==> src/rtl/fetch_sequencer_if.sv <==
// Fetch-sequencer bus: instruction-memory port, decode handshake, redirect
// input and the exported PC/count observation signals.
interface fetch_sequencer_if;
  logic        imem_req;
  logic [31:0] imem_addr;
  logic        imem_ready;
  logic [31:0] imem_rdata;
  logic        inst_valid;
  logic [31:0] inst;
  logic [31:0] inst_pc;
  logic        inst_ready;
  logic        redirect;
  logic [31:0] redirect_pc;
  logic [31:0] pc;
  logic [31:0] pc_plus1;
  logic [31:0] inst_count;

  modport master (
    output imem_req, imem_addr, inst_valid, inst, inst_pc, pc, pc_plus1, inst_count,
    input  imem_ready, imem_rdata, inst_ready, redirect, redirect_pc
  );

  modport slave (
    input  imem_req, imem_addr, inst_valid, inst, inst_pc, pc, pc_plus1, inst_count,
    output imem_ready, imem_rdata, inst_ready, redirect, redirect_pc
  );
endinterface

==> src/rtl/fetch_sequencer.sv <==
// Instruction-fetch sequencer: owns the word-addressed PC, fetches one word at a
// time from instruction memory and holds it for decode until accepted.
module fetch_sequencer #(
  parameter logic [31:0] RESET_PC = 32'h0000_0000
) (
  input  logic               clk,
  input  logic               rst,
  fetch_sequencer_if.master  bus
);

  typedef enum logic [1:0] {
    IDLE  = 2'd0,
    FETCH = 2'd1,
    HOLD  = 2'd2
  } state_e;

  state_e      state_q, state_d;
  logic [31:0] pc_q, pc_d;
  logic [31:0] inst_q, inst_d;
  logic [31:0] inst_pc_q, inst_pc_d;
  logic        inst_valid_q, inst_valid_d;
  logic [31:0] inst_count_q, inst_count_d;

  always_comb begin
    // NOTE: every next-state signal is defaulted to its held value first so no
    // path through the case can leave one unassigned and infer a latch.
    state_d      = state_q;
    pc_d         = pc_q;
    inst_d       = inst_q;
    inst_pc_d    = inst_pc_q;
    inst_valid_d = inst_valid_q;
    inst_count_d = inst_count_q;

    unique case (state_q)
      IDLE: begin
        state_d = FETCH;
      end
      FETCH: begin
        if (bus.imem_ready) begin
          inst_d       = bus.imem_rdata;
          inst_pc_d    = pc_q;
          inst_valid_d = 1'b1;
          pc_d         = pc_q + 32'd1;
          state_d      = HOLD;
        end
      end
      HOLD: begin
        if (bus.inst_ready) begin
          inst_valid_d = 1'b0;
          inst_count_d = inst_count_q + 32'd1;
          state_d      = FETCH;
        end
      end
      default: state_d = IDLE;
    endcase

    // Redirect wins: a word returned this cycle is dropped, but a decode
    // handshake completing this cycle still counts.
    if (bus.redirect) begin
      pc_d         = bus.redirect_pc;
      inst_d       = inst_q;
      inst_pc_d    = inst_pc_q;
      inst_valid_d = 1'b0;
      state_d      = FETCH;
    end
  end

  // NOTE: sequential state uses non-blocking assignments so every register
  // samples the pre-edge values regardless of statement order.
  always_ff @(posedge clk) begin
    if (rst) begin
      state_q      <= IDLE;
      pc_q         <= RESET_PC;
      inst_q       <= '0;
      inst_pc_q    <= '0;
      inst_valid_q <= 1'b0;
      inst_count_q <= '0;
    end else begin
      state_q      <= state_d;
      pc_q         <= pc_d;
      inst_q       <= inst_d;
      inst_pc_q    <= inst_pc_d;
      inst_valid_q <= inst_valid_d;
      inst_count_q <= inst_count_d;
    end
  end

  assign bus.imem_req   = (state_q == FETCH);
  assign bus.imem_addr  = pc_q;
  assign bus.inst_valid = inst_valid_q;
  assign bus.inst       = inst_q;
  assign bus.inst_pc    = inst_pc_q;
  assign bus.pc         = pc_q;
  assign bus.pc_plus1   = pc_q + 32'd1;
  assign bus.inst_count = inst_count_q;

endmodule
==> src/flat_wrapper.sv <==
// flat-port wrapper written by rule: the top's interface ports become plain ports
module fetch_sequencer_flat 
#(
  parameter logic [31:0] RESET_PC = 32'h0000_0000
)
  (clk, rst, bus_imem_req, bus_imem_addr, bus_inst_valid, bus_inst, bus_inst_pc, bus_pc, bus_pc_plus1, bus_inst_count, bus_imem_ready, bus_imem_rdata, bus_inst_ready, bus_redirect, bus_redirect_pc);
  fetch_sequencer_if bus_i ();
  input  logic clk;
  input  logic rst;
  output wire logic [$bits(bus_i.imem_req)-1:0] bus_imem_req;
  output wire logic [$bits(bus_i.imem_addr)-1:0] bus_imem_addr;
  output wire logic [$bits(bus_i.inst_valid)-1:0] bus_inst_valid;
  output wire logic [$bits(bus_i.inst)-1:0] bus_inst;
  output wire logic [$bits(bus_i.inst_pc)-1:0] bus_inst_pc;
  output wire logic [$bits(bus_i.pc)-1:0] bus_pc;
  output wire logic [$bits(bus_i.pc_plus1)-1:0] bus_pc_plus1;
  output wire logic [$bits(bus_i.inst_count)-1:0] bus_inst_count;
  input wire logic [$bits(bus_i.imem_ready)-1:0] bus_imem_ready;
  input wire logic [$bits(bus_i.imem_rdata)-1:0] bus_imem_rdata;
  input wire logic [$bits(bus_i.inst_ready)-1:0] bus_inst_ready;
  input wire logic [$bits(bus_i.redirect)-1:0] bus_redirect;
  input wire logic [$bits(bus_i.redirect_pc)-1:0] bus_redirect_pc;
  assign bus_imem_req = bus_i.imem_req;
  assign bus_imem_addr = bus_i.imem_addr;
  assign bus_inst_valid = bus_i.inst_valid;
  assign bus_inst = bus_i.inst;
  assign bus_inst_pc = bus_i.inst_pc;
  assign bus_pc = bus_i.pc;
  assign bus_pc_plus1 = bus_i.pc_plus1;
  assign bus_inst_count = bus_i.inst_count;
  assign bus_i.imem_ready = bus_imem_ready;
  assign bus_i.imem_rdata = bus_imem_rdata;
  assign bus_i.inst_ready = bus_inst_ready;
  assign bus_i.redirect = bus_redirect;
  assign bus_i.redirect_pc = bus_redirect_pc;
  fetch_sequencer #(.RESET_PC(RESET_PC)) u_core (.clk(clk), .rst(rst), .bus(bus_i));
endmodule
==> config.mk <==
export PLATFORM = sky130hd
export DESIGN_NAME = fetch_sequencer_flat
export DESIGN_NICKNAME = d
export VERILOG_FILES = /design/src/rtl/fetch_sequencer_if.sv /design/src/rtl/fetch_sequencer.sv /design/src/flat_wrapper.sv
export SDC_FILE = /design/constraint.sdc
export NUM_CORES = 1
export LEC_CHECK = 0
export CORE_MARGIN = 5
export CORE_UTILIZATION = 43
export DETAILED_ROUTE_END_ITERATION = 12
export HOLD_SLACK_MARGIN = 0.1
export PLACE_DENSITY = 0.8
export SYNTH_ARGS = -nofsm -noshare
export SYNTH_HDL_FRONTEND = slang
export SYNTH_SLANG_ARGS = --single-unit
==> constraint.sdc <==
create_clock -name clk -period 2.2 [get_ports clk]
set_input_delay 0.22 -clock clk [delete_from_list [all_inputs] [get_ports clk]]
set_output_delay 0.22 -clock clk [all_outputs]
set_load 0.005 [all_outputs]
==> metrics.cfg <==
[run_status]
status = finished with violations
violations = negative setup slack

[routing]
drc = 0
ant_nets = 0
vias = 6628
via_per_inst = 5.17
dr.pass1.iters = 5
routed_wl_microns = 22500
wl_per_cell_microns = 17.6
drtIter0Drc = 446

[layout]
nets = 1154
fillers = 1130
area_growth_pct = 61.4
drive_gt1_frac = 0.179
final-instance-count-excl-fill = 1281
postLayoutCellArea_sq_um = 10200

[place]
numPortBuffers = 262
hpwl_microns = 15700
placed_cell_area_sq_um = 9260
place.gp.congestion = 0.917
placed_cells = 1221
dp_slack_ns = -0.0255

[yosys]
yosysTopAreaCell = dfxtp_1
synth_seq_cells = 131
synth_fp_nets = 863
syn_area_per_cell_sq_um = 7.98
synthArstFlopShare = 0
synth_flop_cell = dfxtp_1
synth_area_sq_um = 6320
yosysSeqAreaShare = 0.415
synth-edff-count = 0
yosys_warnings = 0
synth_top_area_frac = 0.415
ys_types = 42
synthTopCellsByArea = dfxtp_1 41%, nand2_1 9.9%, xor2_1 6.7%, a21oi_1 6.0%, xnor2_1 5.5%
synthCells = 792

[floorplanning]
fp-row-count = 44
core_area_sq_um = 14500
ioPinCount = 263
die_area_sq_um = 17200
initial_core_util = 0.437
die_x_microns = 131
die_height_microns = 131

[clock_network]
clk_pin_slew_ns = 0.06
worstSkewPairLatency_ns = 0.42
cts_tree = yes
cts_buffer_depth = 2
cts_root_buffer = clkbuf_16
numClockSinks = 131
ctsHtreeMaxLevel = 4
holdBufCountCts = 0
numCtsBuffers = 17

[timing]
timing.final.ws_setup_ns = -0.0815
tightest_slew_ns = 0.522
hold_viol_final = 0
min_period_ns = 2.28
rsz0062_at_grt = yes
finalCritPeriodShare = 1.04
hold_slack_ns = 0.259
max_freq_mhz = 438
setup_viol = 4
slew_headroom = 0.650
finalMaxSlewViolations = 0
finClkSkew_ns = 0.00813

[grt]
grt.total_usage = 0.249
grt_pass1_wl_microns = 35100
grt_pass1_vias = 6378
grt-ovfl-total = 0
antenna_found_initial = 1
grt_start_max_net_pins = 91

[pwr]
power_density_nw_per_um2 = 617
ir_drop_uv = 472
p_leak_nw = 3.85
total_power_mw = 6.29

[critical_path]
arrival_ns = 2.06
end_kind = primary output
critPathRequiredTime_ns = 1.98
start_kind = flop
critPathMaxFanout = 3
crit_type = reg2out

[min_path]
min_path_type = in2reg

[run]
cap_violations = 0

metrics by stage:
step | setup TNS (ns) | utilization
final | -0.0852 | 0.705
after global routing | -0.990 | 0.705
after CTS | -0.120 | 0.698
after detailed placement | -0.0255 | 0.639
after global placement | 0 | 0.639
after floorplan | 0 | -
per-layer routing:
layer / GRT usage / part of all wire
met5: 0 / 0
met4: 0.0912 / 0.031
met3: 0.0891 / 0.091
met2: 0.426 / 0.49
met1: 0.287 / 0.39
cell usage in the layout, fill, tap and decap left out, types with 7 or more instances in the layout:
| cell type | n |
|---|---|
| nand3_1 | 23 |
| dfxtp_2 | 10 |
| dfxtp_1 | 120 |
| clkbuf_2 | 7 |
| clkdlybuf4s50_1 | 233 |
| clkbuf_16 | 17 |
| buf_6 | 9 |
| xor2_1 | 47 |
| clkinvlp_4 | 7 |
| buf_4 | 84 |
| inv_1 | 9 |
| a21oi_1 | 76 |
| nand4_1 | 35 |
| dlygate4sd2_1 | 8 |
| nor2_1 | 69 |
| o21ai_0 | 7 |
| xnor2_1 | 38 |
| a211oi_1 | 18 |
| nor3_1 | 12 |
| nand2_1 | 163 |
flip-flops by register name, summed over array words and instances (netlist names):
register / count
u_core.bus.imem_addr: 32
u_core.bus.inst_pc: 32
u_core.bus.inst_count: 32
u_core.bus.inst: 32
u_core.bus.inst_valid: 1
u_core.state_q: 2
critical path: stages (launching register included):
cell     delay [ns]
dfxtp_2        0.34
nand4_1        0.17
buf_4          0.20
nor2_4         0.08
buf_6          0.11
buf_6          0.09
nand4_1        0.14
buf_4          0.19
nor2_4         0.07
xor2_1         0.13
buf_2          0.13
kinds of logic after synthesis:
logic type	after synthesis	synth area share
AOI/OAI and AO/OA	107	0.0942
xor gates and xnor gates	88	0.122
adders and majority gates	2	0.00396
buffers and inverters	95	0.0802
DFF	131	0.415
muxes	3	0.00475
and+or+nand+nor	366	0.280
Yosys cell counts, types with 3 or more instances:
cell type	count
buf_2	14
xnor2_1	40
nor4_2	5
o22ai_1	3
nand4_1	35
o21ai_0	7
nor3_1	15
nand2_1	167
nor4_4	3
mux2i_1	3
and4_1	6
xor2_1	48
buf_4	35
dfxtp_1	131
nand3_2	3
or3_1	3
a211oi_1	18
inv_1	9
a21oi_1	76
and2_1	4
clkbuf_1	33
nand3_1	27
nor2_1	77
and3_1	7
path summary, 6_finish.rpt:
kind / cells past startpoint / from / to / slack [ns]
worst min register to register: 2 / u_core.bus.inst[21]$_SDFFE_PP0P_ / u_core.bus.inst[21]$_SDFFE_PP0P_ / 0.45
worst min-delay path: 2 / rst / u_core.bus.inst_pc[10]$_SDFFE_PP0P_ / 0.26
worst max register to register: 7 / u_core.bus.imem_addr[8]$_SDFFE_PP0P_ / u_core.bus.imem_addr[14]$_SDFFE_PP0P_ / 0.09
worst max-delay path: 10 / u_core.bus.imem_addr[10]$_SDFFE_PP0P_ / bus_pc_plus1[30] / -0.08
report_power, final:
group | switching (mW) | leakage, nW | total (mW) | internal [mW]
registers | 0.0604 | 1.07 | 2.51 | 2.45
clock network | 1.12 | 0.275 | 2.91 | 1.79
logic | 0.380 | 2.51 | 0.875 | 0.496
total | 1.56 | 3.85 | 6.29 | 4.73
area by class of cell:
| class | count | area [sq um] | share of cell area |
|---|---|---|---|
| repair buffers | 357 | 3330 | 0.327 |
| clock inverters | 15 | 183 | 0.0179 |
| diodes | 1 | 2.50 | 0.000245 |
| flip-flops and latches | 131 | 2640 | 0.259 |
| well taps | 184 | 230 | 0.0226 |
| inverters | 10 | 37.5 | 0.00368 |
| multi-input cells | 566 | 3350 | 0.328 |
| clock buffers | 17 | 425 | 0.0417 |
what timing repair did:
| action | CTS | global route |
|---|---|---|
| setup endpoints to repair | 27 | 19 |
| pin swaps | 15 | 12 |
| resized for setup | 76 | 45 |
| buffers inserted | 21 | 7 |
Power figures use the tool's default switching activity.
